==> config.mk <==
export PLATFORM = sky130hd
export DESIGN_NAME = tx_pause_ctrl
export DESIGN_NICKNAME = d
export VERILOG_FILES = /design/src/rtl/tx_pkg.sv /design/src/rtl/tx_pause_ctrl_prescaler.sv /design/src/rtl/tx_pause_ctrl.sv
export SDC_FILE = /design/constraint.sdc
export NUM_CORES = 1
export LEC_CHECK = 0
export ABC_AREA = 1
export CORE_MARGIN = 2
export CORE_UTILIZATION = 37
export CTS_BUF_LIST = sky130_fd_sc_hd__clkbuf_8
export DETAILED_ROUTE_END_ITERATION = 8
export GPL_TIMING_DRIVEN = 1
export PLACE_DENSITY = 0.66
export SLEW_MARGIN = 30
export SYNTH_ARGS = -nofsm -noshare
export SYNTH_HDL_FRONTEND = slang
export SYNTH_SLANG_ARGS = --single-unit
==> constraint.sdc <==
create_clock -name clk -period 3.5 [get_ports clk]
set_clock_uncertainty 0.05 [all_clocks]
set_input_delay 0.525 -clock clk [delete_from_list [all_inputs] [get_ports clk]]
set_output_delay 0.525 -clock clk [all_outputs]
set_load 0.01 [all_outputs]
==> src/rtl/tx_pkg.sv <==
// Shared types and constants for the tx_engine PAUSE enforcement block.
package tx_pkg;

    typedef enum logic [1:0] {
        ST_IDLE   = 2'd0,
        ST_XMIT   = 2'd1,
        ST_PAUSED = 2'd2
    } tx_state_e;

    localparam int DEFAULT_QUANTA_W   = 16;
    localparam int PAUSE_QUANTUM_BITS = 512;

    // Clocks per pause quantum for a datapath moving datapath_w bits per clock.
    function automatic int cycles_per_quanta(input int datapath_w);
        return PAUSE_QUANTUM_BITS / datapath_w;
    endfunction

endpackage

==> src/rtl/tx_pause_ctrl_prescaler.sv <==
// quanta_prescaler: free-running 0..CYCLES_PER_QUANTA-1 counter that strobes
// o_wrap on its last count; i_clear has priority over i_enable.
module quanta_prescaler #(
    parameter int CYCLES_PER_QUANTA = 8
) (
    input  logic clk,
    input  logic reset_n,
    input  logic i_clear,
    input  logic i_enable,
    output logic o_wrap
);

    localparam int CNT_W = $clog2(CYCLES_PER_QUANTA);
    localparam logic [CNT_W-1:0] LAST = CNT_W'(CYCLES_PER_QUANTA - 1);

    logic [CNT_W-1:0] r_count;

    assign o_wrap = i_enable && (r_count == LAST);

    // Power-of-two period, so the natural binary rollover is the wrap.
    always_ff @(posedge clk or negedge reset_n) begin
        if (!reset_n) begin
            r_count <= '0;
        end else if (i_clear) begin
            r_count <= '0;
        end else if (i_enable) begin
            r_count <= r_count + CNT_W'(1);
        end
    end

endmodule

==> src/rtl/tx_pause_ctrl.sv <==
// tx_pause_ctrl: gates frame-start grants while an 802.3x PAUSE is in force.
// Optional `TX_PAUSE_STATS_EN adds the pause_events saturating counter port.
module tx_pause_ctrl
    import tx_pkg::*;
#(
    parameter int QUANTA_W          = DEFAULT_QUANTA_W,
    parameter int CYCLES_PER_QUANTA = cycles_per_quanta(64)
) (
    input  logic                clk,
    input  logic                reset_n,
    input  logic                pause_load,
    input  logic [QUANTA_W-1:0] pause_quanta,
    input  logic                tx_req,
    input  logic                tx_done,
    output logic                tx_grant,
    output logic                pause_active,
    output logic [QUANTA_W-1:0] quanta_remaining
`ifdef TX_PAUSE_STATS_EN
    ,
    output logic [31:0]         pause_events
`endif
);

    tx_state_e           r_state;
    logic [QUANTA_W-1:0] r_quanta;
    logic                r_tx_grant;
    logic                r_pause_active;

    tx_state_e           w_next_state;
    logic [QUANTA_W-1:0] w_next_quanta;
    logic                w_psc_clear;
    logic                w_psc_enable;
    logic                w_wrap;
    logic                w_load_nz;

    assign w_load_nz = pause_load && (pause_quanta != '0);

    quanta_prescaler #(
        .CYCLES_PER_QUANTA(CYCLES_PER_QUANTA)
    ) u_prescaler (
        .clk     (clk),
        .reset_n (reset_n),
        .i_clear (w_psc_clear),
        .i_enable(w_psc_enable),
        .o_wrap  (w_wrap)
    );

    // NOTE: every output of this block gets a default first, so no path infers a latch.
    always_comb begin
        w_next_state  = r_state;
        w_next_quanta = r_quanta;
        w_psc_clear   = 1'b1;
        w_psc_enable  = 1'b0;
        case (r_state)
            ST_IDLE: begin
                if (w_load_nz) begin
                    w_next_state  = ST_PAUSED;
                    w_next_quanta = pause_quanta;
                end else if (tx_req) begin
                    w_next_state = ST_XMIT;
                end
            end
            ST_XMIT: begin
                if (pause_load) begin
                    w_next_quanta = pause_quanta;
                end
                if (tx_done) begin
                    w_next_state = (w_next_quanta != '0) ? ST_PAUSED : ST_IDLE;
                end
            end
            ST_PAUSED: begin
                w_psc_enable = 1'b1;
                w_psc_clear  = pause_load;
                if (pause_load) begin
                    w_next_quanta = pause_quanta;
                    if (pause_quanta == '0) begin
                        w_next_state = ST_IDLE;
                    end
                end else if (w_wrap && (r_quanta != '0)) begin
                    w_next_quanta = r_quanta - QUANTA_W'(1);
                    if (r_quanta == QUANTA_W'(1)) begin
                        w_next_state = ST_IDLE;
                    end
                end
            end
            default: begin
                w_next_state  = ST_IDLE;
                w_next_quanta = '0;
            end
        endcase
    end

    // NOTE: grant/active are flopped from the next-state decode so the ports come straight off flops.
    always_ff @(posedge clk or negedge reset_n) begin
        if (!reset_n) begin
            r_state        <= ST_IDLE;
            r_quanta       <= '0;
            r_tx_grant     <= 1'b0;
            r_pause_active <= 1'b0;
        end else begin
            r_state        <= w_next_state;
            r_quanta       <= w_next_quanta;
            r_tx_grant     <= (w_next_state == ST_XMIT);
            r_pause_active <= (w_next_state == ST_PAUSED);
        end
    end

    assign tx_grant         = r_tx_grant;
    assign pause_active     = r_pause_active;
    assign quanta_remaining = r_quanta;

`ifdef TX_PAUSE_STATS_EN
    logic [31:0] r_pause_events;

    always_ff @(posedge clk or negedge reset_n) begin
        if (!reset_n) begin
            r_pause_events <= '0;
        end else if (w_load_nz && (r_pause_events != '1)) begin
            r_pause_events <= r_pause_events + 32'd1;
        end
    end

    assign pause_events = r_pause_events;
`endif

endmodule

==> impl_metrics.py, run 1 <==
metrics = {
    "run": {
        "maxCapViolations": 0,
    },
    "finish": {
        "diodes": 0,
        "final_cell_mix": "nand2_1 (112), nor2_1 (56), clkdlybuf4s50_1 (37)",
        "layout-drive-gt1-share": 0.0532,
        "mostFrequentLayoutCell": "nand2_1",
        "area_growth_syn_to_layout_pct": 22.9,
        "final_core_util": 0.478,
        "nets": 402,
    },
    "worst_setup_path": {
        "critical_path_class": "input pin to register",
        "cp-startpoint": "pause_load",
        "crit_required_ps": 3610,
        "worst_ep_arrival_time_ps": 2490,
        "crit_fanout": 19,
        "r2r-start": "quanta_remaining[0]",
        "cp-start-kind": "input pin",
        "end_kind": "register",
    },
    "drt": {
        "drt-wirelength-per-cell_um": 14.0,
        "drc": 0,
        "vias_per_cell": 5.16,
        "firstDrtPassIters": 5,
        "drt_iter0_drc": 202,
        "ant_nets": 0,
        "drt-total-wl_um": 6260,
        "num_vias": 2300,
    },
    "synth": {
        "synth-simple-area-share": 0.444,
        "muxShareOfSynthArea": 0,
        "synth.top_cell.area_share": 0.284,
        "avgSynthCellArea_um2": 5.92,
        "yosysUniqueCellTypes": 26,
        "syn-num-nets": 367,
        "synth_compound_gate_area_share": 0.156,
        "synth_top_area_cell": "dfrtp_1",
        "syn_inst": 342,
        "ys_ff_latch": 23,
        "synth_adder_area_share": 0.0247,
        "ys_seq_area_frac": 0.284,
        "synth_area_um2": 2020,
        "yosys.area_share.xor_xnor": 0.00433,
        "synthTopCellsByArea": "dfrtp_1 (28%), nand2_1 (21%), nor2_1 (10%)",
        "yosysWarnings": 0,
        "synth_top_family_by_area": "simple AND/OR/NAND/NOR gates",
    },
    "sta": {
        "relSlewSlack": 0.619,
        "min_period_ps": 2390,
        "rsz0062_at_grt": "false",
        "setup_ws_ps": 1110,
        "setup_tns_ps": 0,
        "setup_violations": 0,
        "hold_ws_ps": 188,
        "hold_viol": 0,
        "fin_crit_sh": 0.683,
        "drv_slew": 0,
        "fmax_mhz": 419,
        "tightest_slew_ps": 571,
    },
    "clocking": {
        "cts.sinks": 23,
        "path_clk_slew_ps": 90,
        "htreeDepth": 1,
        "root_buffer": "clkbuf_8",
        "cts.path.max_buffers": 2,
        "cts_tree": "yes",
        "holdBufCountCts": 0,
        "cts_inserted_buffers": 3,
        "cts_resized": 0,
        "clock_latency_ps": 270,
        "cts_setup_buffers": 0,
    },
    "placement": {
        "preCtsSetupSlack_ps": 872,
        "dpl.hpwl_um": 4640,
        "routabilityCongestion": 0.947,
        "port_buffers": 38,
    },
    "grt": {
        "grt_usage": 0.213,
        "grt_max_degree": 28,
        "grt_pass1_vias": 2123,
        "grt_pass1_wl_um": 10400,
        "overflow": 0,
        "grt_antenna_before_repair": 0,
    },
    "floorplan": {
        "rows": 26,
        "start_util": 0.389,
        "die_w_um": 77.9,
        "dieArea_um2": 6080,
        "fp.coreArea_um2": 5200,
        "die_h_um": 77.9,
        "ios": 39,
    },
    "worst_hold_path": {
        "worstHoldPathType": "input pin to async pin",
    },
    "pwr": {
        "finalPower_mw": 1.15,
        "power.density_nw_per_um2": 460,
        "p_leak_nw": 1.18,
        "max-vdd-ir-drop_mv": 0.188,
    },
    "run_status": {
        "status": "completed",
    },
}
cell type report:
| cell class | count | area (µm²) |
|---|---|---|
| repair buffers | 40 | 390 |
| clock buffers | 3 | 41.3 |
| fillers | 542 | 2720 |
| clock inverters | 1 | 3.75 |
| inverters | 31 | 116 |
| multi-input cells | 278 | 1270 |
| flip-flops and latches | 23 | 576 |
| well taps | 70 | 87.6 |
state kept, by name, summed over array words and instances, names as in the netlist:
| name | cells |
|---|---|
| r_state | 2 |
| u_prescaler.r_count | 3 |
| tx_grant | 1 |
| pause_active | 1 |
| quanta_remaining | 16 |
metrics by stage:
step	cell area [µm²]	cells
2_1_floorplan	2020	342
3_3_place_gp	2450	442
3_5_place_dp	2440	442
4_1_cts	2490	446
5_1_grt	2490	446
6_report	2490	446
kinds of logic (layout without fill, tap and decap cells):
group / after synthesis / in the layout
compound gates: 59 / 59
fa+ha+maj: 4 / 4
simple gates: 214 / 214
xor+xnor: 1 / 1
flops: 23 / 23
buf+inv: 41 / 75
layer usage:
layer  wire length, µm  global-route usage  up-vias  part of all wire
met4                69              0.0491        0             0.011
met1              3170               0.326     1035              0.51
met5                 0                   0        -                 0
met2              2670               0.325       91              0.43
li1                  -                   -     1168                 -
met3               352              0.0163        6             0.056
where the power goes:
part	internal [mW]	total, mW	switching (mW)
Clock	0.0786	0.174	0.0950
Combinational	0.231	0.552	0.321
Sequential	0.320	0.419	0.0998
final timing paths:
kind | endpoint | slack, ps | cells after the start
min in group clk | u_prescaler.r_count[0] | 390 | 1
worst max-delay path | pause_active | 1110 | 9
max in group asynchronous | quanta_remaining[12] | 2830 | 1
worst min-delay path | u_prescaler.r_count[2] | 190 | 1
worst max register to register | quanta_remaining[7] | 1290 | 11
worst min register to register | u_prescaler.r_count[0] | 390 | 1
synth_stat cells:
cell / count
nor2_1: 56
inv_2: 2
o21bai_1: 2
a22oi_1: 2
or2_2: 4
buf_4: 2
ha_1: 4
nand2_2: 4
nor2_2: 1
dfrtp_1: 23
nand2_4: 1
inv_1: 29
nor2_4: 2
o21ai_0: 29
xor2_1: 1
nand3b_1: 1
clkbuf_1: 2
nand2_1: 112
nand4_1: 4
buf_2: 5
o211ai_1: 2
buf_6: 1
o31ai_1: 2
nand3_1: 29
o21ai_1: 1
a21oi_1: 21
critical path, stage by stage:
cell,delay [ps]
clkdlybuf4s50_1,770
inv_2,260
or2_2,340
o21ai_1,110
nand4_1,110
nor2_1,140
nand2_1,80
nand2_1,80
nand3_1,70
Power figures use the tool's default switching activity.
==> inputs of run 2 (changes only) <==
==> constraint.sdc (replaced) <==
create_clock -name clk -period 2.42 [get_ports clk]
set_clock_uncertainty 0.05 [all_clocks]
set_input_delay 0.363 -clock clk [delete_from_list [all_inputs] [get_ports clk]]
set_output_delay 0.363 -clock clk [all_outputs]
set_load 0.01 [all_outputs]
==> impl_metrics.py, run 2 (synthesis gave the netlist of run 1 again) <==
metrics = {
    "worst_setup_path": {
        "r2r-start": "quanta_remaining[0]",
        "crit_path_max_incr_delay_ps": 470,
        "cp_cell_sequence": "inv_1, ha_1, nand2_2, nor2_4, nand2_2, nand2_2, nand2_2, nand2_4, inv_2, o21ai_0",
        "cp_top_family": "simple AND/OR/NAND/NOR gates",
        "path_common_cell": "nand2_2",
        "worst_ep_arrival_time_ps": 2140,
        "slowest_stage": "dfrtp_1",
        "critical_path_class": "register to register",
        "end_kind": "register",
        "crit_required_ps": 2540,
        "crit_buf_inv": 2,
        "cp-start-kind": "register",
        "cp-startpoint": "quanta_remaining[0]",
        "crit_fanout": 17,
    },
    "finish": {
        "largest_register_ffs": 16,
        "area_growth_syn_to_layout_pct": 25.7,
        "final_core_util": 0.489,
        "nets": 407,
        "mostFrequentLayoutCell": "nand2_1",
        "instances_no_fill": 451,
        "final_cell_mix": "nand2_1 (112), nor2_1 (56), clkdlybuf4s50_1 (38)",
        "fin_area_um2": 2540,
        "layout-drive-gt1-share": 0.0656,
        "diodes": 0,
    },
    "placement": {
        "routabilityCongestion": 0.978,
        "place_area_um2": 2500,
        "dpl.hpwl_um": 4630,
        "port_buffers": 38,
        "dpl.cell_count": 447,
    },
    "sta": {
        "fmax_mhz": 494,
        "drv_slew": 0,
        "fin_crit_sh": 0.837,
        "tightest_slew_ps": 509,
        "setup_tns_ps": 0,
        "setup_violations": 0,
        "rsz0062_at_grt": "false",
        "hold_viol": 0,
        "min_period_ps": 2030,
        "relSlewSlack": 0.661,
    },
    "pwr": {
        "power.density_nw_per_um2": 658,
        "finalPower_mw": 1.67,
        "p_leak_nw": 1.21,
        "max-vdd-ir-drop_mv": 0.313,
    },
    "clocking": {
        "holdBufCountCts": 0,
        "cts_tree": "yes",
        "cts.sinks": 23,
        "cts.path.max_buffers": 2,
        "clock_latency_ps": 270,
        "path_clk_slew_ps": 90,
        "htreeDepth": 1,
        "cts_setup_buffers": 0,
        "cts_inserted_buffers": 3,
        "root_buffer": "clkbuf_8",
        "cts_resized": 0,
    },
    "drt": {
        "num_vias": 2295,
        "ant_nets": 0,
        "drt_iter0_drc": 254,
        "vias_per_cell": 5.09,
        "drc": 0,
        "drt-wirelength-per-cell_um": 13.5,
        "firstDrtPassIters": 5,
        "drt-total-wl_um": 6090,
    },
    "grt": {
        "grt_antenna_before_repair": 0,
        "grt_pass1_vias": 2038,
        "overflow": 0,
        "grt_usage": 0.204,
        "grt_pass1_wl_um": 10000,
        "grt_max_degree": 41,
    },
    "worst_hold_path": {
        "worstHoldPathType": "register to register",
        "hp-start": "u_prescaler.r_count[0]",
    },
    "floorplan": {
        "start_util": 0.389,
        "dieArea_um2": 6080,
        "die_h_um": 77.9,
        "ios": 39,
        "die_w_um": 77.9,
        "rows": 26,
        "fp.coreArea_um2": 5200,
    },
    "run": {
        "maxCapViolations": 0,
    },
    "run_status": {
        "status": "completed",
    },
}
## run 2: stage by stage
stage | hold slack, ps | setup WS, ps
floorplan | 17.4 | 675
CTS | 390 | 389
detailed placement | 377 | 322
global placement | 371 | 303
finish | 385 | 394
global route | 417 | 273
## run 2: final cells by class
type / instances / area, µm²
inverter: 31 / 116
tap: 70 / 87.6
fill: 548 / 2660
clock buffer: 3 / 41.3
multi-input combinational: 278 / 1270
sequential: 23 / 576
timing repair buffer: 45 / 445
clock inverter: 1 / 5.00
## run 2: where the power goes
part	internal, mW	switching (mW)	total [mW]
Clock	0.115	0.140	0.255
Sequential	0.462	0.139	0.602
Combinational	0.349	0.469	0.818
## run 2: worst paths after layout
check | end | slack [ps] | depth (start not counted)
max | quanta_remaining[3] | 390 | 10
min | u_prescaler.r_count[0] | 380 | 1
max reg2reg | quanta_remaining[3] | 390 | 10
min reg2reg | u_prescaler.r_count[0] | 380 | 1
max in group asynchronous | quanta_remaining[6] | 1690 | 2
min in group asynchronous | quanta_remaining[4] | 390 | 2
## run 2: layer usage
| metal | vias to the layer above | global-route usage | share of wire |
|---|---|---|---|
| met3 | 2 | 0.0151 | 0.069 |
| met5 | - | 0 | 0 |
| met4 | 0 | 0.0263 | 0.0048 |
| met2 | 106 | 0.319 | 0.45 |
| met1 | 1007 | 0.314 | 0.48 |
| li1 | 1180 | - | - |
